[config.mk]
export PLATFORM = sky130hd
export DESIGN_NAME = rv_multicycle_core
export DESIGN_NICKNAME = d
export VERILOG_FILES = /design/src/rtl/rv_core_pkg.sv /design/src/rtl/rv_alu.sv /design/src/rtl/rv_multicycle_core.sv
export SDC_FILE = /design/constraint.sdc
export NUM_CORES = 2
export LEC_CHECK = 0
export CAP_MARGIN = 20
export CORE_ASPECT_RATIO = 0.6
export CORE_MARGIN = 2
export CORE_UTILIZATION = 47
export CTS_BUF_LIST = sky130_fd_sc_hd__clkbuf_2
export DETAILED_ROUTE_END_ITERATION = 8
export PLACE_DENSITY_LB_ADDON = 0.15
export SETUP_SLACK_MARGIN = 0.15
export SLEW_MARGIN = 20
export SYNTH_ARGS = -nofsm -noshare
export SYNTH_HDL_FRONTEND = slang
export SYNTH_HIERARCHICAL = 1
export SYNTH_SLANG_ARGS = --single-unit
[constraint.sdc]
create_clock -name clk -period 45.6 [get_ports clk]
set_clock_uncertainty 0.2 [all_clocks]
set_input_delay 11.4 -clock clk [delete_from_list [all_inputs] [get_ports clk]]
set_output_delay 11.4 -clock clk [all_outputs]
set_load 0.01 [all_outputs]
[src/rtl/rv_core_pkg.sv]
// Shared encodings for the multi-cycle RV32I-subset core: opcodes, funct fields,
// ALU operation and FSM state enums, and the decoded-control bundle.
package rv_core_pkg;

    localparam logic [6:0] OPC_OP     = 7'h33;
    localparam logic [6:0] OPC_OP_IMM = 7'h13;
    localparam logic [6:0] OPC_LUI    = 7'h37;
    localparam logic [6:0] OPC_BRANCH = 7'h63;
    localparam logic [6:0] OPC_JAL    = 7'h6F;

    localparam logic [2:0] F3_ADD_SUB = 3'b000;
    localparam logic [2:0] F3_SLL     = 3'b001;
    localparam logic [2:0] F3_SLT     = 3'b010;
    localparam logic [2:0] F3_SLTU    = 3'b011;
    localparam logic [2:0] F3_XOR     = 3'b100;
    localparam logic [2:0] F3_SRL_SRA = 3'b101;
    localparam logic [2:0] F3_OR      = 3'b110;
    localparam logic [2:0] F3_AND     = 3'b111;
    localparam logic [2:0] F3_BEQ     = 3'b000;
    localparam logic [2:0] F3_BNE     = 3'b001;

    localparam logic [6:0] F7_BASE = 7'h00;
    localparam logic [6:0] F7_ALT  = 7'h20;

    typedef enum logic [3:0] {
        ALU_ADD, ALU_SUB, ALU_AND, ALU_OR, ALU_XOR,
        ALU_SLT, ALU_SLTU, ALU_SLL, ALU_SRL, ALU_SRA
    } alu_op_e;

    typedef enum logic [2:0] {
        S_FETCH, S_DECODE, S_EXECUTE, S_WRITEBACK, S_HALT
    } state_e;

    typedef struct packed {
        alu_op_e alu_op;
        logic    use_imm;
        logic    wr_en;
        logic    is_lui;
        logic    is_branch;
        logic    is_bne;
        logic    is_jal;
    } ctrl_t;

endpackage

[src/rtl/rv_alu.sv]
// Combinational integer ALU; shift amount comes from the low log2(XLEN) bits of b.
module rv_alu
    import rv_core_pkg::*;
#(
    parameter int XLEN = 32
) (
    input  alu_op_e          op,
    input  logic [XLEN-1:0]  a,
    input  logic [XLEN-1:0]  b,
    output logic [XLEN-1:0]  y
);

    localparam int SW = $clog2(XLEN);

    logic [SW-1:0] sh;
    assign sh = b[SW-1:0];

    always_comb begin
        y = '0;
        case (op)
            ALU_ADD:  y = a + b;
            ALU_SUB:  y = a - b;
            ALU_AND:  y = a & b;
            ALU_OR:   y = a | b;
            ALU_XOR:  y = a ^ b;
            ALU_SLT:  y = {{(XLEN-1){1'b0}}, $signed(a) < $signed(b)};
            ALU_SLTU: y = {{(XLEN-1){1'b0}}, a < b};
            ALU_SLL:  y = a << sh;
            ALU_SRL:  y = a >> sh;
            ALU_SRA:  y = $unsigned($signed(a) >>> sh);
            default:  y = '0;
        endcase
    end

endmodule

[src/rtl/rv_multicycle_core.sv]
// Multi-cycle RV32I-subset core: FETCH/DECODE/EXECUTE/WRITEBACK with a sticky HALT
// on illegal encodings or misaligned control-flow targets.
module rv_multicycle_core
    import rv_core_pkg::*;
#(
    parameter int              XLEN     = 32,
    parameter int              NREGS    = 32,
    parameter logic [XLEN-1:0] RESET_PC = '0
) (
    input  logic            clk,
    input  logic            reset,
    output logic            imem_req,
    output logic [XLEN-1:0] imem_addr,
    input  logic            imem_rvalid,
    input  logic [31:0]     imem_rdata,
    output logic            retire_valid,
    output logic [XLEN-1:0] retire_pc,
    output logic [4:0]      retire_rd,
    output logic [XLEN-1:0] retire_data,
    output logic            halted,
    output logic            illegal
);

    localparam int RW = $clog2(NREGS);

    state_e          state;
    logic [XLEN-1:0] pc, a, b, r, npc, imm;
    logic [31:0]     ir;
    ctrl_t           ctrl;
    logic            illegal_q;
    logic [XLEN-1:0] regs [NREGS];

    logic [6:0] opcode, f7;
    logic [4:0] rd, rs1, rs2;
    logic [2:0] f3;
    assign opcode = ir[6:0];
    assign rd     = ir[11:7];
    assign f3     = ir[14:12];
    assign rs1    = ir[19:15];
    assign rs2    = ir[24:20];
    assign f7     = ir[31:25];

    function automatic logic reg_bad(input logic [4:0] idx);
        return 32'(idx) >= NREGS;
    endfunction

    // Immediates are built at 32 bits signed, then sign-extended to XLEN.
    logic signed [31:0] imm_i, imm_b, imm_j, imm_u;
    assign imm_i = {{20{ir[31]}}, ir[31:20]};
    assign imm_b = {{19{ir[31]}}, ir[31], ir[7], ir[30:25], ir[11:8], 1'b0};
    assign imm_j = {{11{ir[31]}}, ir[31], ir[19:12], ir[20], ir[30:21], 1'b0};
    assign imm_u = {ir[31:12], 12'b0};

    ctrl_t           ctrl_d;
    logic [XLEN-1:0] imm_d;
    logic            dec_ok, use_rs1, use_rs2, use_rd;

    always_comb begin
        ctrl_d        = '0;
        ctrl_d.alu_op = ALU_ADD;
        imm_d         = '0;
        dec_ok        = 1'b0;
        use_rs1       = 1'b0;
        use_rs2       = 1'b0;
        use_rd        = 1'b0;
        case (opcode)
            OPC_OP: begin
                {use_rs1, use_rs2, use_rd, ctrl_d.wr_en, dec_ok} = 5'b11111;
                if (f7 == F7_BASE) begin
                    case (f3)
                        F3_ADD_SUB: ctrl_d.alu_op = ALU_ADD;
                        F3_SLL:     ctrl_d.alu_op = ALU_SLL;
                        F3_SLT:     ctrl_d.alu_op = ALU_SLT;
                        F3_SLTU:    ctrl_d.alu_op = ALU_SLTU;
                        F3_XOR:     ctrl_d.alu_op = ALU_XOR;
                        F3_SRL_SRA: ctrl_d.alu_op = ALU_SRL;
                        F3_OR:      ctrl_d.alu_op = ALU_OR;
                        default:    ctrl_d.alu_op = ALU_AND;
                    endcase
                end else if (f7 == F7_ALT && f3 == F3_ADD_SUB) begin
                    ctrl_d.alu_op = ALU_SUB;
                end else if (f7 == F7_ALT && f3 == F3_SRL_SRA) begin
                    ctrl_d.alu_op = ALU_SRA;
                end else begin
                    dec_ok = 1'b0;
                end
            end
            OPC_OP_IMM: begin
                {use_rs1, use_rd, ctrl_d.wr_en, ctrl_d.use_imm, dec_ok} = 5'b11111;
                imm_d = XLEN'(imm_i);
                case (f3)
                    F3_ADD_SUB: ctrl_d.alu_op = ALU_ADD;
                    F3_SLT:     ctrl_d.alu_op = ALU_SLT;
                    F3_XOR:     ctrl_d.alu_op = ALU_XOR;
                    F3_OR:      ctrl_d.alu_op = ALU_OR;
                    F3_AND:     ctrl_d.alu_op = ALU_AND;
                    default:    dec_ok = 1'b0;
                endcase
            end
            OPC_LUI: begin
                {use_rd, ctrl_d.wr_en, ctrl_d.is_lui, dec_ok} = 4'b1111;
                imm_d = XLEN'(imm_u);
            end
            OPC_BRANCH: begin
                {use_rs1, use_rs2, ctrl_d.is_branch} = 3'b111;
                ctrl_d.is_bne = (f3 == F3_BNE);
                dec_ok        = (f3 == F3_BEQ) || (f3 == F3_BNE);
                imm_d         = XLEN'(imm_b);
            end
            OPC_JAL: begin
                {use_rd, ctrl_d.wr_en, ctrl_d.is_jal, dec_ok} = 4'b1111;
                imm_d = XLEN'(imm_j);
            end
            default: dec_ok = 1'b0;
        endcase
    end

    logic regs_ok;
    assign regs_ok = !(use_rs1 && reg_bad(rs1)) && !(use_rs2 && reg_bad(rs2)) &&
                     !(use_rd && reg_bad(rd));

    logic [XLEN-1:0] op_b, alu_y, pc_plus4, target, npc_d, res_d;
    logic            taken, misalign;

    rv_alu #(.XLEN(XLEN)) u_alu (
        .op (ctrl.alu_op),
        .a  (a),
        .b  (op_b),
        .y  (alu_y)
    );

    assign op_b     = ctrl.use_imm ? imm : b;
    assign pc_plus4 = pc + XLEN'(4);
    assign target   = pc + imm;
    assign taken    = ctrl.is_jal | (ctrl.is_branch & ((a == b) ^ ctrl.is_bne));
    assign npc_d    = taken ? target : pc_plus4;
    assign misalign = taken && (target[1:0] != 2'b00);
    assign res_d    = ctrl.is_jal ? pc_plus4 : (ctrl.is_lui ? imm : alu_y);

    always_ff @(posedge clk or posedge reset) begin
        if (reset) begin
            state       <= S_FETCH;
            pc          <= RESET_PC;
            ir          <= '0;
            a           <= '0;
            b           <= '0;
            r           <= '0;
            npc         <= '0;
            imm         <= '0;
            ctrl        <= '0;
            illegal_q   <= 1'b0;
            retire_pc   <= '0;
            retire_rd   <= '0;
            retire_data <= '0;
        end else begin
            case (state)
                S_FETCH: begin
                    if (imem_rvalid) begin
                        ir    <= imem_rdata;
                        state <= S_DECODE;
                    end
                end
                S_DECODE: begin
                    a    <= regs[rs1[RW-1:0]];
                    b    <= regs[rs2[RW-1:0]];
                    imm  <= imm_d;
                    ctrl <= ctrl_d;
                    if (dec_ok && regs_ok) begin
                        state <= S_EXECUTE;
                    end else begin
                        state     <= S_HALT;
                        illegal_q <= 1'b1;
                    end
                end
                S_EXECUTE: begin
                    r   <= res_d;
                    npc <= npc_d;
                    if (misalign) begin
                        state     <= S_HALT;
                        illegal_q <= 1'b1;
                    end else begin
                        retire_pc   <= pc;
                        retire_rd   <= ctrl.wr_en ? rd : 5'd0;
                        retire_data <= (ctrl.wr_en && rd != 5'd0) ? res_d : '0;
                        state       <= S_WRITEBACK;
                    end
                end
                S_WRITEBACK: begin
                    pc    <= npc;
                    state <= S_FETCH;
                end
                default: state <= S_HALT;
            endcase
        end
    end

    // x0 is never written, so its reset value of zero is what every read returns.
    always_ff @(posedge clk or posedge reset) begin
        if (reset) begin
            for (int i = 0; i < NREGS; i++) regs[i] <= '0;
        end else if (state == S_WRITEBACK && ctrl.wr_en && rd != 5'd0) begin
            regs[rd[RW-1:0]] <= r;
        end
    end

    assign imem_req     = (state == S_FETCH);
    assign imem_addr    = pc;
    assign retire_valid = (state == S_WRITEBACK);
    assign halted       = (state == S_HALT);
    assign illegal      = illegal_q;

endmodule

==> results.py <==
metrics = {
    "layout": {
        "largest_reg_flops": 1024,
        "register_containing_the_most_flip_flops_in_the_final_layout": "regs",
        "layout-drive-gt1-share": 0.337,
        "syn_to_final_growth_pct": 7.57,
        "final_nets": 6169,
        "postLayoutCoreUtil": 0.509,
    },
    "yosys": {
        "synthTopCellsByArea": "dfrtp_1 43%, mux4_2 20%, mux2_2 10%",
        "yosysUniqueCellTypes": 98,
        "asyncSetResetFlopFracSynth": 1.00,
        "mappedNetlistNets": 6146,
        "synth_top_cell_area_share": 0.430,
        "postSynthCellCount": 5979,
        "synth_seq_cells": 1331,
        "post_synth_edffs": 0,
        "synth-warning-count": 6,
        "post_synth_instance_area_um2": 77500,
        "netlist.top_cell.by_area": "dfrtp_1",
        "postSynthAreaPerCell_um2": 13.0,
        "ys.flop_type": "dfrtp_1",
        "ys_seq_area_frac": 0.430,
    },
    "route": {
        "route.antenna.remaining_nets": 0,
        "wire_per_inst_um": 32.9,
        "drt_wl_total_um": 276000,
        "first_drt_pass_iteration_count": 6,
        "drt_drc_violations_left": 0,
        "routed_via_density": 6.59,
        "first_iter_violations": 7268,
        "total_via_count_in_the_routed_design": 55200,
    },
    "timing": {
        "worst-slew-pin-transition_ps": 1330,
        "maxClockFrequency_ghz": 0.0646,
        "final_min_period_over_clock_period": 0.339,
        "totalNegativeSetupSlack_ps": 0,
        "report.final.setup_viol": 0,
        "final_max_slew_viol_count": 0,
        "period_minus_slack_ps": 15480,
        "unrepaired_setup_endpoints_after_global_routing": "false",
        "hold_viol_final": 0,
        "worst_slew_margin_rel": 0.111,
    },
    "global_route": {
        "antenna_violations_before_repair": 22,
        "wire_length_of_the_first_global_routing_pass_um": 399000,
        "track_usage": 0.327,
        "grt_max_degree": 156,
        "total_congestion_overflow": 0,
        "grt_pass1_vias": 54400,
    },
    "run_status": {
        "status": "finished clean",
    },
    "clock_network": {
        "cts.sinks": 1331,
        "postCtsSetupRepairBufs": 0,
        "clockRootBuffer": "clkbuf_2",
        "clk_pin_slew_worst_paths_ps": 100,
        "h-tree-depth": 5,
        "cts-hold-fix-buffers": 0,
        "numCtsBuffers": 331,
        "clock_insertion_delay_worst_skew_ps": 1550,
        "cts_resized": 0,
        "cts_tree": "done",
        "number_of_buffers_on_the_longest_clock_path": 4,
    },
    "place": {
        "hpwlAfterDp_um": 173000,
        "gp_congestion": 1.02,
        "numPortBuffers": 139,
    },
    "pwr": {
        "switching_share": 0.267,
        "power.leakage_nw": 37.0,
        "total_switching_power_w": 0.000537,
        "share_clk_of_total_power": 0.400,
        "power.sequential.fraction": 0.586,
        "power_frac_comb": 0.014,
        "peakVddDrop_mv": 0.0177,
        "p_int_w": 0.00148,
        "power_density_over_cell_area_nw_per_um2": 24.1,
        "total_power_of_the_final_layout_w": 0.00201,
    },
    "critical_path": {
        "timing.setup.critical_path_class": "register to output port",
        "startpoint_type": "register",
        "data_required_critical_path_ps": 34000,
        "critPathArrivalTime_ps": 3880,
        "path_max_fanout": 36,
        "critical_path.endpoint_type": "output port",
    },
    "floorplanning": {
        "initial_utilization": 0.473,
        "die_x_um": 528,
        "fp-row-count": 115,
        "die-area_um2": 168000,
        "core_area_um2": 164000,
        "floorplan.io_pins": 140,
        "die_h_um": 319,
    },
    "worst_hold_path": {
        "min_path_type": "register to register",
    },
    "run": {
        "cap_violations": 0,
    },
}
-- metrics by stage --
stage / hold slack [ps] / worst slack, ps / cells / cell area [um^2]
after CTS: 204 / 30060 / 8371 / 83300
after global placement: 176 / 29800 / 7831 / 80600
after detailed placement: 183 / 29790 / 7832 / 80600
after floorplan: 239 / 15590 / 5979 / 77500
final: 201 / 30120 / 8383 / 83400
after global routing: 223 / 29930 / 8374 / 83400
-- cells in the final DEF, fill, tap and decap left out, drive strengths merged, types with 19 or more instances in the layout --
master / count
o21ai: 278
clkbuf: 449
ha: 129
a221oi: 20
o31ai: 26
nor2b: 23
a31oi: 19
nand4: 28
a21oi: 193
o211ai: 32
dfrtp: 1331
nor3: 44
xor2: 31
a211oi: 40
nor2: 263
xnor2: 77
mux2: 1102
o21bai: 23
clkinv: 71
a21o: 52
mux2i: 142
mux4: 682
and3: 22
a221o: 19
nand3: 34
buf: 132
nand2: 431
clkdlybuf4s50: 139
inv: 126
-- area by class of cell --
type                       count  area [um^2]
clock inverter                90          502
multi-input combinational   3949        41700
fill                       14400        80500
tap                         2164         2710
timing repair buffer         271         2460
antenna                       11         27.5
clock buffer                 449         2250
sequential                  1331        33400
inverter                     118          447
-- cells by family (layout without fill, tap and decap cells) --
| logic type | Yosys count | after routing | synth area share |
|---|---|---|---|
| muxes | 1926 | 1926 | 0.376 |
| DFF | 1331 | 1331 | 0.430 |
| and+or+nand+nor | 942 | 942 | 0.0535 |
| AOI/OAI and AO/OA | 841 | 841 | 0.0696 |
| buffers and inverters | 699 | 928 | 0.0372 |
| adders and majority gates | 132 | 132 | 0.0216 |
| xor gates and xnor gates | 108 | 108 | 0.0122 |
| other | 0 | 11 | 0 |
-- final timing paths --
kind                                  from  slack (ps)       endpoint  cells after the start
worst max register to register     ctrl[5]       38070          r[21]                     16
worst max-delay path              state[0]       30120   retire_valid                      4
max in group asynchronous            reset       31410      regs[326]                      6
worst min-delay path            regs[1022]         200     regs[1022]                      0
worst min register to register  regs[1022]         200     regs[1022]                      0
min in group asynchronous            reset       10000  imem_addr[12]                      2
-- cell usage after synthesis (all sizes together) (8+ instances only) --
library cell  instances
nor2b                23
a21o                 52
nand3                34
a2111oi              14
o211ai               32
a22oi                15
and3                 22
ha                  129
a221o                19
nand4                28
o22ai                17
nand2               431
xor2                 31
dfrtp              1331
clkbuf              357
a21oi               193
a211oi               40
nor3                 44
buf                 224
or2                   8
xnor2                77
mux2i               142
nand2b                8
a221oi               20
o21bai               23
a211o                 9
o21a                  8
nor4                 16
and2                 12
o221ai               10
inv                 116
or3                  17
mux2               1102
o31ai                26
or4                   9
a31oi                19
nor3b                 9
nor2                263
o21ai               278
mux4                682
-- power groups by stage --
stage / Combinational (W) / Sequential [W] / Clock (W)
2_1_floorplan: 0.0000172 / 0.00121 / 0
6_report: 0.0000276 / 0.00118 / 0.000805
3_5_place_dp: 0.0000290 / 0.00120 / 0
3_3_place_gp: 0.0000288 / 0.00120 / 0
5_1_grt: 0.0000326 / 0.00118 / 0.000891
4_1_cts: 0.0000291 / 0.00118 / 0.000825
-- critical path, stage by stage (launching register included) --
cell and delay (ps):
dfrtp_1 560, nand3_1 130, buf_4 290, inv_2 680, clkdlybuf4s50_1 680
-- routing by layer --
layer / wire [um] / vias up / GRT usage
met5: 27 / - / 0
met4: 6320 / 4 / 0.0827
met3: 33200 / 431 / 0.121
met2: 114000 / 2835 / 0.439
met1: 122000 / 29200 / 0.495
li1: - / 22700 / -
No activity file was read; power rests on OpenSTA's default activity.
